**src/rtl/frame_capture_pkg.sv**
```systemverilog
// Shared types and limits for the OV7670 frame capture write scheduler.
package frame_capture_pkg;

   typedef enum logic [2:0] {
      ST_SYNC   = 3'd0,
      ST_LIVE   = 3'd1,
      ST_ARMED  = 3'd2,
      ST_SNAP   = 3'd3,
      ST_FROZEN = 3'd4
   } cap_state_t;

   localparam int FRAME_DIV_MIN = 1;
   localparam int FRAME_DIV_MAX = 16;

   // Out-of-range decimation settings are pulled back into the legal window.
   function automatic int clamp_div(input int d);
      if (d < FRAME_DIV_MIN) return FRAME_DIV_MIN;
      if (d > FRAME_DIV_MAX) return FRAME_DIV_MAX;
      return d;
   endfunction

   function automatic int div_cnt_width(input int d);
      return (d <= 2) ? 1 : $clog2(d);
   endfunction

endpackage

```
**src/rtl/vsync_edge_detect.sv**
```systemverilog
// Registers raw camera vsync and flags the frame boundaries in the cycle vsync moves.
module vsync_edge_detect (
   input  logic clk,
   input  logic reset,
   input  logic vsync,
   output logic frame_start,
   output logic frame_end
);

   logic vs_q;

   // vs_q resets high: a low vsync at reset release reads as frame_start, which SYNC ignores.
   // NOTE: sequential state uses non-blocking assignments so every flop samples pre-edge values.
   always_ff @(posedge clk) begin
      if (reset) vs_q <= 1'b1;
      else       vs_q <= vsync;
   end

   assign frame_start = vs_q & ~vsync;
   assign frame_end   = ~vs_q & vsync;

endmodule

```
**src/rtl/frame_capture_ctrl.sv**
```systemverilog
// Frame-level write gate for the frame buffer: whole frames only, with live,
// decimated, freeze and snapshot modes plus frame-aligned resolution switching.
module frame_capture_ctrl
   import frame_capture_pkg::*;
#(
   parameter int FRAME_DIV = 1,
   parameter int CNT_W     = 8
) (
   input  logic             clk,
   input  logic             reset,
   input  logic             vsync,
   input  logic             we_in,
   input  logic             freeze,
   input  logic             snap_req,
   input  logic             rez_160x120_req,
   input  logic             rez_320x240_req,
   output logic             we_out,
   output logic             rez_160x120,
   output logic             rez_320x240,
   output logic             snap_done,
   output logic             capture_active,
   output logic [CNT_W-1:0] frame_count
);

   localparam int               DIV_EFF  = clamp_div(FRAME_DIV);
   localparam int               DIV_W    = div_cnt_width(DIV_EFF);
   localparam logic [DIV_W-1:0] DIV_LAST = DIV_W'(DIV_EFF - 1);

   cap_state_t       state, state_nxt;
   logic             capture_nxt;
   logic             frame_start, frame_end;
   logic [DIV_W-1:0] div_cnt;

   vsync_edge_detect u_edge (
      .clk         (clk),
      .reset       (reset),
      .vsync       (vsync),
      .frame_start (frame_start),
      .frame_end   (frame_end)
   );

   // NOTE: every output of this block gets a default first, so no path infers a latch.
   always_comb begin
      state_nxt   = state;
      capture_nxt = capture_active;

      case (state)
         ST_SYNC: begin
            if (frame_end) state_nxt = freeze ? ST_FROZEN : ST_LIVE;
         end
         ST_LIVE: begin
            if (snap_req)                state_nxt = frame_start ? ST_SNAP : ST_ARMED;
            else if (freeze && frame_end) state_nxt = ST_FROZEN;
         end
         ST_FROZEN: begin
            if (snap_req)     state_nxt = frame_start ? ST_SNAP : ST_ARMED;
            else if (!freeze) state_nxt = ST_LIVE;
         end
         ST_ARMED: begin
            if (frame_start) state_nxt = ST_SNAP;
         end
         ST_SNAP: begin
            if (frame_end) state_nxt = ST_FROZEN;
         end
         default: state_nxt = ST_SYNC;
      endcase

      // The gate only moves on a frame boundary, so a frame is written whole or not at all.
      if (frame_end)
         capture_nxt = 1'b0;
      else if (frame_start && (state_nxt == ST_SNAP || (state == ST_LIVE && div_cnt == '0)))
         capture_nxt = 1'b1;
   end

   always_ff @(posedge clk) begin
      if (reset) begin
         state          <= ST_SYNC;
         capture_active <= 1'b0;
         snap_done      <= 1'b0;
         rez_160x120    <= 1'b0;
         rez_320x240    <= 1'b0;
      end else begin
         state          <= state_nxt;
         capture_active <= capture_nxt;
         snap_done      <= (state == ST_SNAP) && frame_end;
         if (frame_start) begin
            rez_160x120 <= rez_160x120_req;
            rez_320x240 <= rez_320x240_req & ~rez_160x120_req;
         end
      end
   end

   always_ff @(posedge clk) begin
      if (reset) begin
         div_cnt     <= '0;
         frame_count <= '0;
      end else begin
         if (frame_end && capture_active)
            frame_count <= frame_count + CNT_W'(1);

         if (state != ST_LIVE && state_nxt == ST_LIVE)
            div_cnt <= '0;
         else if (state == ST_LIVE && frame_start)
            div_cnt <= (div_cnt == DIV_LAST) ? '0 : div_cnt + DIV_W'(1);
      end
   end

   // Combinational so capture address and data stay aligned with the enable.
   assign we_out = we_in & capture_active;

endmodule

```
**config.mk**
```make
export PLATFORM = sky130hd
export DESIGN_NAME = frame_capture_ctrl
export DESIGN_NICKNAME = d
export VERILOG_FILES = /design/src/rtl/frame_capture_pkg.sv /design/src/rtl/vsync_edge_detect.sv /design/src/rtl/frame_capture_ctrl.sv
export SDC_FILE = /design/constraint.sdc
export NUM_CORES = 1
export LEC_CHECK = 0
export BUFFER_PORTS_ARGS = -buffer_cell sky130_fd_sc_hd__buf_2
export CAP_MARGIN = 20
export CELL_PAD_IN_SITES_DETAIL_PLACEMENT = 1
export CELL_PAD_IN_SITES_GLOBAL_PLACEMENT = 2
export CORE_ASPECT_RATIO = 0.8
export CORE_MARGIN = 2
export CORE_UTILIZATION = 29
export CTS_BUF_LIST = sky130_fd_sc_hd__clkbuf_16
export DETAILED_ROUTE_END_ITERATION = 7
export PLACE_DENSITY = 0.78
export SKIP_CTS_REPAIR_TIMING = 1
export SKIP_LAST_GASP = 1
export SLEW_MARGIN = 20
export SYNTH_ARGS = -nofsm -noshare
export SYNTH_HDL_FRONTEND = slang
export SYNTH_SLANG_ARGS = --single-unit
```
**constraint.sdc**
```tcl
create_clock -name clk -period 1.3 [get_ports clk]
set_input_delay 0 -clock clk [delete_from_list [all_inputs] [get_ports clk]]
set_output_delay 0 -clock clk [all_outputs]
set_load 0.01 [all_outputs]
```
==> summary.txt, run 1 <==
Timing
  • Fin Hold WS: approximately 0.0082 ns
  • Final worst-path cycle share: between 90% and 100%
  • Final Hold Fails: 0
  • Measured slew at the worst slew-check pin: 0.312 ns
  • Setup-failing EPs final: 0
  • Final Critical Period: about 1.2 ns
  • Final TNS setup: 0 ns
  • Skew final: 0.00362 ns
  • Worst relative slew slack: 79.2%
  • Fmax: between 0.8 and 0.9 GHz
  • Max-slew violations: 0
  • Final setup margin: ~0.056 ns
  • RSZ-0062 raised after global routing: true

Die
  • Die Height: a little over 50 µm
  • Rows: 17
  • Placeable Area: about 2700 µm²
  • Die Area: approximately 3200 µm²
  • Die width: around 63 µm
  • Starting Density: between 20% and 30%
  • Ports: 21

Synthesis
  • Netlist cell types: 38
  • Largest family of logic cells by synthesized area: simple AND/OR/NAND/NOR gates
  • Synth Area in Compound Gates: between 10% and 20%
  • Main flop type after synthesis: dfxtp_1
  • Post-synth EDFFs: 0
  • Register area share after synthesis: around two fifths
  • Xor-xnor portion of the synthesized cell area: 7.64%
  • Synth warn: 0
  • Syn_area_per_cell: ~9 µm²
  • Syn nets: 100
  • Synth Register Bits: 16
  • Synth Cell Area: approximately 800 µm²
  • Simple-gate share of the synthesized area: 28.4%
  • Post-synthesis adder-cell area fraction: under 10%
  • Asr flop ratio synth: 0%
  • Post-Synthesis Cells: 91
  • Post-synthesis mux area share: under 10%

Final layout
  • Layout Area Growth over Synthesis: 34.6%
  • Multi-input logic area: about 470 µm²
  • Layout Nets: between 100 and 150
  • Share of cells above drive strength 1: 33.3%
  • # diodes: 0
  • Final Non-Filler Cells: about 160
  • Final core occ: between 30 and 40%
  • Layout filler cell count: approximately 330
  • FF/Latch Area: between 300 and 400 µm²

Place
  • Cells after DPL: roughly 150
  • Dpl hpwl: about 1500 µm
  • Pre-CTS WS: -0.0141 ns
  • Final Wtd Congestion: 0.744
  • Number of port buffers: 20

Clocking
  • CTS Root Cell: clkbuf_16
  • Number of H-tree levels: 1
  • CTS tree: built
  • Maximum buffer depth of the clock tree: 2
  • Clock Latency Late Sink: between 0.2 and 0.3 ns
  • TritonCTS buffer count: 3
  • Worst-path clk slew: ~0.050 ns
  • Clock sinks: 16

Critical path
  • Worst path required time: approximately 1.5 ns
  • Crit end category: flip-flop
  • Cells along the critical path: or2_1, nor4_1, a21oi_1, a221oi_2
  • CP max FO: 9
  • Max incr delay on CP: around 0.37 ns
  • CP Launch Type: flip-flop
  • Critical path type: reg -> reg
  • Crit-path slowest cell: dfxtp_2
  • Data arrival, critical path: 1.40 ns

Drt
  • Via Count: 711
  • DRT antenna net count: 0
  • Final WL: around 2000 µm
  • Initial drt markers: 29
  • DRC viols: 0
  • Via density: 4.59
  • Routed wire length per instance: approximately 13 µm
  • Initial DRT Pass Iterations: 2

Power and ir drop
  • PD cells: ~1200 nW/µm²
  • Worst vdd ir: about 0.40 mV
  • Leakage Power: around 0.49 nW

GRT
  • First-pass GRT wire length: 3440 µm
  • Tot GR Track Use: around 14%
  • Grt total ovfl: 0
  • Pin count of the biggest net entering global routing: 17
  • Vias in the first global route: ~750
  • Initial antenna violation count: 0

Status
  • Status: complete, no violations

Run
  • Max-cap viol count: 0

Min path
  • Worst hold path type: in -> reg
synthesized netlist by cell type (2+ instances only):
cell | n | share of area, %
dfxtp_1 | 16 | 40
nand2_1 | 9 | 4.2
nor2_1 | 9 | 4.2
a21oi_1 | 6 | 3.7
xnor2_1 | 5 | 5.5
inv_1 | 4 | 1.9
a211o_1 | 2 | 2.2
a22oi_1 | 2 | 1.9
buf_2 | 2 | 1.2
mux2i_1 | 2 | 2.5
nand3b_1 | 2 | 1.9
nor2b_1 | 2 | 1.6
nor3_1 | 2 | 1.2
nor4_1 | 2 | 1.6
o21ai_0 | 2 | 1.2
xor2_1 | 2 | 2.2
critical path: cells and delay by family (launching register included):
kind               cells  cell delay (ns)
and+or+nand+nor        2             0.45
DFF                    1             0.37
AOI/OAI and AO/OA      2             0.32
where the power goes:
group	internal, W	switching (W)	total [W]
Combinational	0.0000759	0.0000765	0.000152
Sequential	0.000510	0.0000311	0.000541
Clock	0.000408	0.000200	0.000608
Total	0.000995	0.000307	0.00130
logic make-up after synthesis:
family | after synthesis
muxes | 2
xor gates and xnor gates | 7
buffers and inverters | 8
adders and majority gates | 2
AOI/OAI and AO/OA | 16
and+or+nand+nor | 40
DFF | 16
placed cells by master, fill, tap and decap left out, types with 2 or more instances in the layout:
cell type  instances
dfxtp_1           13
nor2b_1            2
inv_1              4
o21ai_0            2
buf_4              6
nand3b_1           2
xor2_1             2
clkbuf_16          3
nor4_1             2
a211o_1            2
dfxtp_2            3
a22oi_1            2
nand2_1            9
xnor2_1            5
nor2_1             9
buf_2             20
mux2i_1            2
a21oi_1            6
final cells by class:
type | count | share of cell area [%]
multi-input cells | 67 | 43.5
flip-flops and latches | 16 | 30.0
repair buffers | 26 | 13.4
clock buffers | 3 | 6.95
well taps | 38 | 4.40
inverters | 4 | 1.39
clock inverters | 1 | 0.348
registers in the layout, summed over array words and instances (netlist names):
| signal | cells |
|---|---|
| capture_active | 1 |
| rez_160x120 | 1 |
| snap_done | 1 |
| u_edge.vs_q | 1 |
| rez_320x240 | 1 |
| state | 3 |
| frame_count | 8 |
stage by stage:
step / cell area [µm²] / total power, W
floorplan: 802 / 0.000646
global placement: 970 / 0.000687
detailed placement: 970 / 0.000695
CTS: 1050 / 0.00132
global route: 1080 / 0.00136
finish: 1080 / 0.00130
routing by layer:
layer / track usage [%] / routed length [µm] / share of wire, %
met1: 17.0 / 985 / 49
met2: 23.5 / 982 / 49
met3: 2.20 / 39 / 1.9
met4: 5.56 / 8 / 0.40
met5: 0 / 0 / 0
path summary, 6_finish.rpt:
check	slack (ns)	startpoint	to	cells past startpoint
setup / recovery	0.06	state[0]$_SDFF_PP0_	state[0]$_SDFF_PP0_	4
hold / removal	0.008	rez_160x120_req	rez_160x120$_SDFFE_PP0P_	3
setup reg to reg	0.06	state[0]$_SDFF_PP0_	state[0]$_SDFF_PP0_	4
hold reg to reg	0.45	rez_160x120$_SDFFE_PP0P_	rez_160x120$_SDFFE_PP0P_	2
Note: power is estimated with default switching activity, not from simulation.
==> run 2, diff against run 1 <==
--- a/config.mk
+++ b/config.mk
@@ -14,10 +14,11 @@
 export CORE_UTILIZATION = 29
 export CTS_BUF_LIST = sky130_fd_sc_hd__clkbuf_16
 export DETAILED_ROUTE_END_ITERATION = 7
-export PLACE_DENSITY = 0.78
+export PLACE_DENSITY = 0.79
 export SKIP_CTS_REPAIR_TIMING = 1
 export SKIP_LAST_GASP = 1
 export SLEW_MARGIN = 20
 export SYNTH_ARGS = -nofsm -noshare
 export SYNTH_HDL_FRONTEND = slang
+export SYNTH_HIERARCHICAL = 1
 export SYNTH_SLANG_ARGS = --single-unit
==> run 2 against run 1 <==
Critical path depth is 1 higher; synthesized cell count is 8.8% higher; highest routed layer unchanged; combinational power is 49% higher; worst hold slack worse by 0.0077 ns; first-iteration DRC count is 62% lower; largest cell class unchanged; count of clock-buffer cells in the layout stayed put; final area is 7.6% higher; non-clock buffer count is 6 higher; sequential cell count stayed put; the flow now finishes with violations (setup timing).
==> summary.txt, run 2 <==
Status
  • Status: complete, but fails checks (was complete, no violations)
  • Failing checks: setup timing

Critical path
  • Crit path from: u_edge/vs_q$_SDFF_PP1_ (was state[0]$_SDFF_PP0_)
  • Critical path type: reg -> reg (unchanged)
  • Reg2Reg Depth: 5 (was 4)
  • CP Launch Type: flip-flop (unchanged)
  • Data arrival, critical path: 1.50 ns (was 1.40 ns)
  • CP max FO: 4 (was 9)
  • Crit end category: flip-flop (unchanged)
  • RR Startpoint: u_edge/vs_q$_SDFF_PP1_ (was state[0]$_SDFF_PP0_)
  • Setup slack, reg-to-reg: -0.07 ns (was 0.06 ns)
  • Worst path required time: 1.43 ns (was 1.45 ns)
  • FF-to-FF End: frame_count[4]$_SDFFE_PP0P_ (was state[0]$_SDFF_PP0_)

Run
  • Max-cap viol count: 0 (unchanged)

Clocking
  • Worst-path clk slew: 0.05 ns (about the same)
  • Maximum buffer depth of the clock tree: 2 (unchanged)
  • CTS Root Cell: clkbuf_16 (unchanged)
  • Clock Latency Late Sink: 0.25 ns (about the same)
  • TritonCTS buffer count: 3 (unchanged)
  • Clock sinks: 16 (unchanged)
  • Number of H-tree levels: 1 (unchanged)
  • CTS tree: built (unchanged)

Drt
  • DRT antenna net count: 0 (unchanged)
  • Via Count: 822 (was 711)
  • Initial drt markers: 11 (was 29)
  • Initial DRT Pass Iterations: 4 (was 2)
  • DRC viols: 0 (unchanged)
  • Routed wire length per instance: 13.7 µm (was 13.0 µm)
  • Via density: 4.89 (was 4.59)
  • Final WL: 2300 µm (was 2020 µm)

GRT
  • Grt total ovfl: 0 (unchanged)
  • Pin count of the biggest net entering global routing: 18 (was 17)
  • Initial antenna violation count: 0 (unchanged)
  • Vias in the first global route: 777 (was 753)
  • First-pass GRT wire length: 3560 µm (was 3440 µm)
  • Tot GR Track Use: 14.3% (was 13.5%)

Synthesis
  • Top-count cell post-synth: dfxtp_1 (unchanged)
  • Yosys top cell by area: dfxtp_1 (unchanged)
  • Synth Register Bits: 16 (unchanged)
  • Register area share after synthesis: 38.6% (was 39.9%)
  • Top cell type's share of synthesized area: 38.6% (was 39.9%)
  • Post-synth EDFFs: 0 (unchanged)
  • Syn_area_per_cell: 8.39 µm² (was 8.81 µm²)
  • Main flop type after synthesis: dfxtp_1 (unchanged)
  • Syn nets: 108 (was 100)
  • Synth Cell Area: 831 µm² (was 802 µm²)
  • Synth warn: 6 (was 0)
  • Asr flop ratio synth: 0% (unchanged)
  • Main area contributors after synthesis: dfxtp_1 39%, nand2b_1 5.3%, nor2b_1 5.3%, a21oi_1 4.8%, nand3b_1 4.5% (was dfxtp_1 40%, xnor2_1 5.5%, nand2_1 4.2%, nor2_1 4.2%, a21oi_1 3.7%)
  • Post-Synthesis Cells: 99 (was 91)
  • Commonest cells post-synth: 16 x dfxtp_1, 8 x a21oi_1, 8 x nor2_1 (was 16 x dfxtp_1, 9 x nand2_1, 9 x nor2_1)
  • Netlist cell types: 36 (was 38)

Timing
  • Final setup margin: -0.0653 ns (was 0.0561 ns)
  • Final Critical Period: 1.37 ns (was 1.24 ns)
  • Skew final: 0.00287 ns (was 0.00362 ns)
  • Setup-failing EPs final: 3 (was 0)
  • Max-slew violations: 0 (unchanged)
  • Worst relative slew slack: 77.6% (was 79.2%)
  • Final Hold Fails: 0 (unchanged)
  • Final worst-path cycle share: 105% (was 95.7%)
  • RSZ-0062 raised after global routing: true (unchanged)
  • Fmax: 0.732 GHz (was 0.804 GHz)
  • Measured slew at the worst slew-check pin: 0.335 ns (was 0.312 ns)

Final layout
  • # diodes: 0 (unchanged)
  • Share of cells above drive strength 1: 33.1% (was 33.3%)
  • Most frequent cells in the layout: 20 x buf_2, 15 x dfxtp_1, 10 x buf_4 (was 20 x buf_2, 13 x dfxtp_1, 9 x nor2_1, 9 x nand2_1)
  • Commonest non-fill, non-tap cell in the layout: buf_2 (unchanged)
  • Layout Nets: 140 (was 127)
  • Largest register FFs: 8 (unchanged)
  • Layout Area Growth over Synthesis: 39.9% (was 34.6%)
  • Top Registers: frame_count (8), state (3) (unchanged)
  • Design Area, Final: 1160 µm² (was 1080 µm²)
  • Top reg by flops: frame_count (unchanged)

Min path
  • Hold Path End: rez_160x120$_SDFFE_PP0P_ (unchanged)
  • Min-Delay Startpoint: rez_160x120_req (unchanged)
  • Worst hold path type: in -> reg (unchanged)
  • Hold depth: 3 (unchanged)

Place
  • Number of port buffers: 20 (unchanged)
  • Final Wtd Congestion: 0.772 (was 0.744)
  • Pre-CTS WS: -0.0799 ns (was -0.0141 ns)
  • Post-placement cell area: 1030 µm² (was 970 µm²)
  • Dpl hpwl: 1570 µm (was 1530 µm)

Power and ir drop
  • Total Power: 0.00136 W (was 0.00130 W)
  • PD cells: 1170 nW/µm² (was 1210 nW/µm²)
  • Worst vdd ir: 0.835 mV (was 0.403 mV)
  • Leakage Power: 0.482 nW (was 0.491 nW)

Die
  • Placeable Area: 2740 µm² (was 2700 µm²)
  • Starting Density: 30.3% (was 29.7%)
  • Ports: 21 (unchanged)
  • Die Height: 51.9 µm (was 51.0 µm)
  • Rows: 17 (unchanged)
  • Die width: 63.8 µm (was 62.8 µm)
  • Die Area: 3310 µm² (was 3200 µm²)
run 2: cell count changes after synthesis, moves of 3 or more:
cell	delta
nor2b_1	+5
nand3_1	+4
nand2_1	-3
nand3b_1	+3
nand2b_1	+6
inv_1	-3
xnor2_1	-5
run 2: kinds of logic after synthesis:
group | count (synthesis) | synth area share, %
flops | 16 | 38.6
compound gates | 19 | 14.6
simple gates | 53 | 37.5
xor+xnor | 2 | 2.11
mux | 2 | 2.56
buf+inv | 6 | 3.16
fa+ha+maj | 1 | 1.51
run 2: worst max-delay path, stage by stage, from the launching register on:
cell and delay [ns]:
dfxtp_2 0.33, nor2b_4 0.18, buf_6 0.12, nand4_1 0.13, nor2_1 0.19, mux2_4 0.31
run 2: worst max-delay path by stage:
stage                                             end  slack (ns)
after detailed placement  frame_count[7]$_SDFFE_PP0P_       -0.08
final                     frame_count[4]$_SDFFE_PP0P_       -0.07
after global routing      frame_count[4]$_SDFFE_PP0P_       -0.12
after floorplan           frame_count[5]$_SDFFE_PP0P_       0.004
after CTS                 frame_count[7]$_SDFFE_PP0P_        -0.1
after global placement    frame_count[7]$_SDFFE_PP0P_       -0.03
run 2: final cells by class:
type,instances,area (µm²)
multi-input cells,77,514
flip-flops and latches,16,322
clock buffers,3,75.1
clock inverters,1,3.75
well taps,38,47.5
inverters,1,3.75
fillers,325,1580
repair buffers,32,196
run 2: metal layers:
metal,global-route usage (%),vias up,routed length (µm)
met3,3.90,4,86
li1,-,414,-
met2,24.8,18,1100
met4,5.43,0,19
met5,0,-,0
met1,16.8,386,1100
run 2: stage by stage:
stage	utilization, %	instances	setup TNS (ns)	hold WS [ns]
after floorplan	-	99	0	0.0971
after global placement	37.7	162	-0.0698	0.221
after detailed placement	37.7	162	-0.325	0.227
after CTS	40.5	166	-0.404	-0.0292
after global routing	42.4	168	-0.397	0.0248
final	42.4	168	-0.118	0.000526
run 2: report_power, final:
group / internal [W] / switching [W]
combinational: 0.000112 / 0.000115
sequential: 0.000513 / 0.0000183
clock: 0.000408 / 0.000196
